$ cat src/rtl/quad_pkg.sv
// quad_pkg: shared types, Gray constants and transition classifier for quad_decoder
package quad_pkg;
  typedef enum logic {INIT, TRACK} state_t;
  typedef enum logic [1:0] {NONE, UP, DOWN, ILLEGAL} cls_t;
  typedef logic [1:0] quad_t;
  localparam quad_t Q00 = 2'b00;
  localparam quad_t Q01 = 2'b01;
  localparam quad_t Q11 = 2'b11;
  localparam quad_t Q10 = 2'b10;
  function automatic logic [1:0] gray_pos(quad_t q);
    return q == Q00 ? 2'd0 : q == Q01 ? 2'd1 : q == Q11 ? 2'd2 : 2'd3;
  endfunction
  function automatic cls_t classify(quad_t prev, quad_t cur);
    logic [1:0] d;
    d = gray_pos(cur) - gray_pos(prev);
    return d == 2'd0 ? NONE : d == 2'd1 ? UP : d == 2'd3 ? DOWN : ILLEGAL;
  endfunction
endpackage

$ cat src/rtl/quad_debounce.sv
// quad_debounce: per-channel 2-flop synchronizer and tick-sampled debounce filter
// Ports: clk, reset (async active-low), tick (sample strobe), d (raw pin), filt (debounced), stable
module quad_debounce #(
  parameter int STABLE = 3
) (
  input  logic clk,
  input  logic reset,
  input  logic tick,
  input  logic d,
  output logic filt,
  output logic stable
);
  localparam int CW = $clog2(STABLE + 1);
  localparam logic [CW-1:0] TOP = CW'(STABLE - 1);
  logic [1:0] sync;
  logic cand;
  logic [CW-1:0] cnt, cnt_n;
  assign stable = cnt == TOP;
  // candidate always follows the synced value on a tick, so only the counter needs a next-state
  always_comb cnt_n = sync[1] != cand ? '0 : cnt == TOP ? cnt : cnt + CW'(1);
  always_ff @(posedge clk or negedge reset) begin
    if (!reset) begin
      sync <= '0;
      cand <= 1'b0;
      cnt  <= '0;
      filt <= 1'b0;
    end else begin
      sync <= {sync[0], d};
      if (tick) begin
        cand <= sync[1];
        cnt  <= cnt_n;
        if (cnt_n == TOP) filt <= sync[1];
      end
    end
  end
endmodule

$ cat src/rtl/quad_decoder.sv
// quad_decoder: debounced x4 quadrature decoder producing wrapping count, step, dir and err
// Ports: clk, reset (async active-low), enc_a/enc_b (raw pins), count, step, dir (1 = up), err
module quad_decoder
  import quad_pkg::*;
#(
  parameter int WIDTH  = 4,
  parameter int DIV    = 5,
  parameter int STABLE = 3
) (
  input  logic             clk,
  input  logic             reset,
  input  logic             enc_a,
  input  logic             enc_b,
  output logic [WIDTH-1:0] count,
  output logic             step,
  output logic             dir,
  output logic             err
);
  localparam int DW = DIV > 1 ? $clog2(DIV) : 1;
  logic [DW-1:0] div;
  logic tick, fa, fb, sa, sb;
  state_t state, state_n;
  quad_t prev, prev_n, cur;
  cls_t cls;
  logic [WIDTH-1:0] count_n;
  logic step_n, dir_n, err_n;
  assign tick = div == DW'(DIV - 1);
  assign cur  = {fa, fb};
  assign cls  = classify(prev, cur);
  quad_debounce #(.STABLE(STABLE)) u_a (.clk(clk), .reset(reset), .tick(tick), .d(enc_a), .filt(fa), .stable(sa));
  quad_debounce #(.STABLE(STABLE)) u_b (.clk(clk), .reset(reset), .tick(tick), .d(enc_b), .filt(fb), .stable(sb));
  always_ff @(posedge clk or negedge reset) begin
    if (!reset) begin
      div   <= '0;
      state <= INIT;
      prev  <= Q00;
      count <= '0;
      step  <= 1'b0;
      dir   <= 1'b1;
      err   <= 1'b0;
    end else begin
      div   <= tick ? '0 : div + DW'(1);
      state <= state_n;
      prev  <= prev_n;
      count <= count_n;
      step  <= step_n;
      dir   <= dir_n;
      err   <= err_n;
    end
  end
  // INIT adopts whatever resting position the encoder settles at, so no event is raised for it
  always_comb begin
    state_n = state;
    prev_n  = prev;
    count_n = count;
    dir_n   = dir;
    step_n  = 1'b0;
    err_n   = 1'b0;
    if (state == INIT) begin
      if (tick && sa && sb) begin
        state_n = TRACK;
        prev_n  = cur;
      end
    end else if (cls != NONE) begin
      prev_n  = cur;
      step_n  = cls != ILLEGAL;
      err_n   = cls == ILLEGAL;
      dir_n   = cls == UP ? 1'b1 : cls == DOWN ? 1'b0 : dir;
      count_n = cls == UP ? count + WIDTH'(1) : cls == DOWN ? count - WIDTH'(1) : count;
    end
  end
endmodule
$ cat config.mk
export PLATFORM = sky130hd
export DESIGN_NAME = quad_decoder
export DESIGN_NICKNAME = d
export VERILOG_FILES = /design/src/rtl/quad_pkg.sv /design/src/rtl/quad_debounce.sv /design/src/rtl/quad_decoder.sv
export SDC_FILE = /design/constraint.sdc
export NUM_CORES = 1
export LEC_CHECK = 0
export ABC_AREA = 1
export BUFFER_PORTS_ARGS = -buffer_cell sky130_fd_sc_hd__buf_2
export CAP_MARGIN = 20
export CORE_MARGIN = 10
export CORE_UTILIZATION = 25
export CTS_BUF_LIST = sky130_fd_sc_hd__clkbuf_8
export CTS_CLUSTER_SIZE = 14
export DETAILED_ROUTE_END_ITERATION = 12
export PLACE_DENSITY = 0.39
export SETUP_SLACK_MARGIN = 0.15
export SYNTH_ARGS = -nofsm -noshare
export SYNTH_HDL_FRONTEND = slang
export SYNTH_HIERARCHICAL = 1
export SYNTH_SLANG_ARGS = --single-unit
$ cat constraint.sdc
create_clock -name clk -period 6.15 [get_ports clk]
set_clock_uncertainty 0.1 [all_clocks]
set_input_delay 0.3075 -clock clk [delete_from_list [all_inputs] [get_ports clk]]
set_output_delay 0.3075 -clock clk [all_outputs]
set_load 0.05 [all_outputs]
## Word level (Yosys, flattened, before mapping)

Cells that the tools add are included.
Widths: inputs -> output; s select.

- Register bits after elaboration: 25
- Bits in latches: 0
- Memory bits (writable): 0
- Memory bits (read-only): 0
- Word-level logic and storage cells: 78
- Memories: 0

- $add $sub $neg: 6
- $mul: 0
- Div/mod/pow operators: 0
- $lt $le $gt $ge: 0
- Equality and inequality tests: 18
- Shift operators: 0
- Muxes and demuxes: 27
- Bitwise logic cells: 0
- Reduce and logical (&&, ||, !) cells: 12

Operator list:

| operator | count |
|---|---|
| $mux 2 | 13 |
| $eq 2x2->1 const B | 9 |
| $mux 1 | 11 |
| $eq 2x1->1 const B | 4 |
| $mux 4 | 2 |
| $logic_not 2->1 | 3 |
| $reduce_and 2->1 | 3 |
| $reduce_bool 2->1 | 3 |
| $add 2x1->2 const B | 2 |
| $add 4x1->4 const B | 1 |
| $sub 4x1->4 const B | 1 |
| $add 3x1->3 const B | 1 |
| $eq 3x3->1 const B | 1 |
| $mux 3 | 1 |
| $reduce_and 3->1 | 1 |
| $logic_and 1x1->1 | 2 |
| $ne 1x1->1 | 2 |
| $ne 2x1->1 const B | 1 |
| $ne 2x2->1 const B | 1 |
| $sub 2x2->2 | 1 |

## Longest topological paths before layout

- Word-level depth: 12
- Gate-level depth with buffers: 19
- Mapped depth without buffers: 19

## Modules after synthesis

Netlist, hierarchy kept.

Modules (own cells, without submodules):

| module | times used | cells each | area an instance (um^2) | sequential area each (um^2) |
|---|---|---|---|---|
| quad_decoder | 1 | 85 | 774.5 | 326.6 |
| quad_debounce | 2 | 28 | 266.5 | 150.1 |

## Worst setup path before layout

No wires, ideal clock.

- Path kind: reg2reg
- Start point: reg u_a.filt
- End point: reg count[3]
- Setup time: 0.119 ns
- Arrival: 2.280 ns
- Required time: 5.931 ns
- Path slack: 3.651 ns
- Cell stages (with the launch flop): 20
- Path buffers: 0
- Clock period less this slack: 2.499 ns
- Cells stage by stage: dfrtp_1 > inv_1 > ha_1 > inv_1 > ha_1 > inv_1 > nand2_1 > nand2_1 > nand2_2 > nand2_2 > or2_1 > ha_1 > nand2_1 > nand2_1 > nor2_1 > inv_1 > nand2_2 > nand3_2 > nand2_1 > nand2_1

- Cells in the longest elaborated chain, start to end: 12
- Elaborated cells between the ends (all ways): 19

Ends and longest elaborated chain:

| element | RTL line | RTL |
|---|---|---|
| from (decl) | quad_debounce.sv:10 | `output logic filt,` |
| from (signal assigned) | quad_debounce.sv:32 | `if (cnt_n == TOP) filt <= sync[1];` |
| $eq 2x2->1 | quad_pkg.sv:11 | `return q == Q00 ? 2'd0 : q == Q01 ? 2'd1 : q == Q11 ? 2'd2 : 2'd3;` |
| $mux 1 | quad_pkg.sv:11 |  |
| $mux 2 | quad_pkg.sv:11 |  |
| $mux 2 * | quad_pkg.sv:11 |  |
| $sub 2x2->2 * | quad_pkg.sv:15 | `d = gray_pos(cur) - gray_pos(prev);` |
| $eq 2x2->1 | quad_pkg.sv:16 | `return d == 2'd0 ? NONE : d == 2'd1 ? UP : d == 2'd3 ? DOWN : ILLEGAL;` |
| $mux 1 | quad_pkg.sv:16 |  |
| $mux 2 | quad_pkg.sv:16 |  |
| $mux 2 * | quad_pkg.sv:16 |  |
| $eq 2x1->1 / $eq 2x2->1 (equally long branches) | quad_decoder.sv:69 | `count_n = cls == UP ? count + WIDTH'(1) : cls == DOWN ? count - WIDTH'(1) : count;` |
| $reduce_bool 2->1 (no source line) | - |  |
| $reduce_and 3->1 (no source line) | - |  |
| to (signal assigned) | quad_decoder.sv:45 | `count <= count_n;` |
| to (decl) | quad_decoder.sv:14 | `output logic [WIDTH-1:0] count,` |

Mark *: on every way between the ends. The rest lies on a longest branch, timed or not.
A chain may end at the register's enable or synchronous reset.

## Worst setup path after layout

Same ends and word-level chain as after synthesis.

==> run_results.csv <==
group,metric,value,unit
min_path,holdPathEnd,"u_a/sync[0]",
detailed_routing,drt_pre_antenna_iters,4,
clocking,tritoncts_num_sinks,25,
clocking,post_cts_buffers,0,
detailed_routing,num_vias,864,
setup_path,critical_path.max_fanout,4,
floorplanning,die_area,0.00852,sq mm
power_and_ir_drop,largest_voltage_drop_on_the_vdd_net,0.172,mV
power_and_ir_drop,power,0.752,mW
min_path,worstHoldStart,"enc_a",
logic_synthesis,postSynthCellCount,141,
min_path,whs_path_depth,1,
placed_design,dpl.hpwl,1620,microns
sta,timing.slew.headroom,0.620,
logic_synthesis,post-synth-top-area-cell,"sky130_fd_sc_hd__dfrtp_1",
setup_path,worstReg2RegEnd,"count[3]",
finish,fin_nets,175,
sta,timing.setup.tns,0,ns
setup_path,critical_path.startpoint,"u_a/filt",
floorplanning,number_of_standard_cell_rows_in_the_floorplan,26,
power_and_ir_drop,power-per-cell-area,500,mW/mm^2
global_routing,grt_antenna_before_repair,0,
flow_run,drv_cap,0,
logic_synthesis,yosys_warnings,6,
clocking,cts_tree,"done",
sta,worst_pin_slew,0.570,ns
logic_synthesis,ys_async_sr_fraction,1.00,
placed_design,worst_slack_at_placement,3.43,ns
clocking,clk_pin_slew_worst_paths,0.09,ns
logic_synthesis,synth.yosys.seq_area_share,0.479,
floorplanning,die_width,92.3,microns
detailed_routing,wl_per_cell,9.11,microns
sta,fmax,371,MHz
sta,timing.final.crit_share,0.439,
finish,fillerInstances,538,
sta,setup_repair_after_global_routing_missed_its_margin,"no",
logic_synthesis,synth.distinct_cells,23,
global_routing,grt_util_all_layers,0.0557,
floorplanning,chipHeight,92.3,microns
detailed_routing,routed_wl,2060,microns
global_routing,grt_start_max_net_pins,26,
finish,drive_gt1_frac,0.192,
logic_synthesis,post-synth-top-count-cell,"sky130_fd_sc_hd__nand2_1",
sta,timing_hold_violations_final,0,
logic_synthesis,synth_ff_type,"sky130_fd_sc_hd__dfrtp_1",
setup_path,critPathLaunchType,"flip-flop",
min_path,timing.hold.worst.class,"in -> reg",
clocking,clock_path_buffers,2,
logic_synthesis,mappedNetlistArea,0.00131,sq mm
setup_path,arrival_time_worst_endpoint,2.77,ns
status,status,"finished clean",
sta,slew_viol_final,0,
clocking,cts_root_cell,"sky130_fd_sc_hd__clkbuf_8",
setup_path,end_kind,"flip-flop",
setup_path,length_in_cells_of_the_worst_reg_to_reg_path,17,
setup_path,critPathRequiredTime,6.22,ns
finish,antenna_cells_inserted,0,
sta,postLayoutSetupSlackWorst,3.45,ns
logic_synthesis,synth_area_leaders,"sky130_fd_sc_hd__dfrtp_1 46%, sky130_fd_sc_hd__ha_1 12%, sky130_fd_sc_hd__nand2_1 9.8%, sky130_fd_sc_hd__inv_1 6.9%, sky130_fd_sc_hd__nand3_2 3.1%",
clocking,cts-htree-levels,1,
logic_synthesis,postSynthNetCount,159,
setup_path,r2r_setup_slack,3.45,ns
floorplanning,initial_utilization,0.258,
clocking,numCtsBuffers,3,
global_routing,grt_remaining_overflow,0,
sta,finalSetupViolations,0,
logic_synthesis,synth_area_per_cell,9.27,sq um
floorplanning,core,0.00507,sq mm
finish,area.growth.synth_to_final,15.0,%
logic_synthesis,post_synth_edffs,0,
detailed_routing,antenna_violating_nets_post_route,0,
setup_path,criticalPathCategory,"reg -> reg",
floorplanning,pin_count,11,
detailed_routing,viasPerCell,3.82,
global_routing,first_global_vias,892,
global_routing,grt_pass1_wl,3980,microns
sta,fin_crit,2.70,ns
power_and_ir_drop,power.leakage,0.771,nW
logic_synthesis,synth.ff_latch_count,25,
placed_design,io_buffer_count,10,
detailed_routing,dr.first_iter.drc_count,38,
logic_synthesis,post_synth_most_frequent_cells,"34 x sky130_fd_sc_hd__nand2_1, 24 x sky130_fd_sc_hd__dfrtp_1, 24 x sky130_fd_sc_hd__inv_1",
clocking,clk_latency,0.26,ns
detailed_routing,drc,0,
placed_design,gp_congestion,0.715,
clocking,post_cts.resized_instances,0,
logic_synthesis,yosysTopAreaCellShare,0.459,
setup_path,regToRegStartpoint,"u_a/filt",
[critical path, stage by stage, from the launching register on]
cell	delay [ns]
sky130_fd_sc_hd__dfrtp_1	0.40
sky130_fd_sc_hd__inv_1	0.08
sky130_fd_sc_hd__ha_1	0.29
sky130_fd_sc_hd__inv_1	0.06
sky130_fd_sc_hd__ha_1	0.17
sky130_fd_sc_hd__inv_1	0.04
sky130_fd_sc_hd__nand2_1	0.08
sky130_fd_sc_hd__nand2_1	0.07
sky130_fd_sc_hd__nand2_2	0.09
sky130_fd_sc_hd__nand2_2	0.08
sky130_fd_sc_hd__or2_1	0.26
sky130_fd_sc_hd__ha_1	0.34
sky130_fd_sc_hd__nand2_1	0.07
sky130_fd_sc_hd__nand2_1	0.04
sky130_fd_sc_hd__nor2_1	0.14
sky130_fd_sc_hd__nand3_1	0.13
sky130_fd_sc_hd__nand4_1	0.11
sky130_fd_sc_hd__nand2_1	0.05
[what timing repair did]
item	in CTS	in global routing
hold buffers	1	0
hold endpoints to repair	24	0
setup endpoints to repair	0	0
[placed cells by master, fill, tap and decap left out, types with 2 or more instances in the layout]
cell,netlist,final
sky130_fd_sc_hd__inv_2,2,2
sky130_fd_sc_hd__nor2_1,5,5
sky130_fd_sc_hd__nand3_2,4,4
sky130_fd_sc_hd__nand2_2,5,5
sky130_fd_sc_hd__clkbuf_8,0,3
sky130_fd_sc_hd__inv_1,24,24
sky130_fd_sc_hd__nand3_1,5,5
sky130_fd_sc_hd__dfrtp_1,24,24
sky130_fd_sc_hd__clkinv_1,2,2
sky130_fd_sc_hd__nand4_1,3,3
sky130_fd_sc_hd__o21ai_1,3,3
sky130_fd_sc_hd__o21ai_0,7,7
sky130_fd_sc_hd__buf_2,0,10
sky130_fd_sc_hd__nand2_1,34,34
sky130_fd_sc_hd__ha_1,13,13
[worst max path at each step]
stage / to / slack, ns / cells after the start
6_report: count[3] / 3.45 / 17
5_1_grt: count[3] / 3.13 / 17
4_1_cts: count[3] / 3.40 / 19
3_5_place_dp: count[3] / 3.43 / 19
3_3_place_gp: count[3] / 3.47 / 19
2_1_floorplan: count[3] / 3.65 / 19
[per-layer routing]
layer / track usage / part of all wire
met1: 0.0658 / 0.46
met2: 0.0941 / 0.48
met3: 0.0234 / 0.055
met4: 0.00771 / 0.0063
met5: 0 / 0
[sequential cells by signal (all words and copies together) (netlist names)]
name,cells
dir,1
prev,2
err,1
u_a/sync,2
div,3
u_a/cnt,2
u_b/sync,2
u_a/cand,1
count,4
u_b/cnt,2
u_b/filt,1
step,1
u_a/filt,1
state,1
u_b/cand,1
[final cells by class]
| type | instances | area [sq um] | area share |
|---|---|---|---|
| clock inverter | 1 | 7.51 | 0.00499 |
| tap | 70 | 87.6 | 0.0582 |
| inverter | 28 | 105 | 0.0699 |
| clock buffer | 3 | 41.3 | 0.0275 |
| sequential | 25 | 627 | 0.417 |
| timing repair buffer | 11 | 60.1 | 0.0399 |
| multi-input combinational | 88 | 576 | 0.383 |
[where the power goes]
part	internal, mW	switching, mW	total [mW]
Clock	0.0458	0.0528	0.0987
Sequential	0.201	0.0258	0.227
Combinational	0.151	0.276	0.427
[kinds of logic after synthesis]
family                   Yosys count  share of synthesized area
buffers and inverters             28                     0.0804
flip-flops                        25                      0.479
XOR/XNOR                           2                     0.0134
AO/OA/AOI/OAI                     12                     0.0488
AND/OR/NAND/NOR                   60                      0.238
adder cells (fa/ha/maj)           14                      0.140
[through the flow]
stage,cell area (sq um),util,cells,hold slack (ns)
detailed placement,1450,0.285,221,0.238
floorplan,1310,-,141,-0.0881
global route,1500,0.296,226,0.0153
CTS,1500,0.296,226,0.0260
finish,1500,0.296,226,0.0400
global placement,1450,0.285,221,0.238
Note: power is estimated with default switching activity, not from simulation.
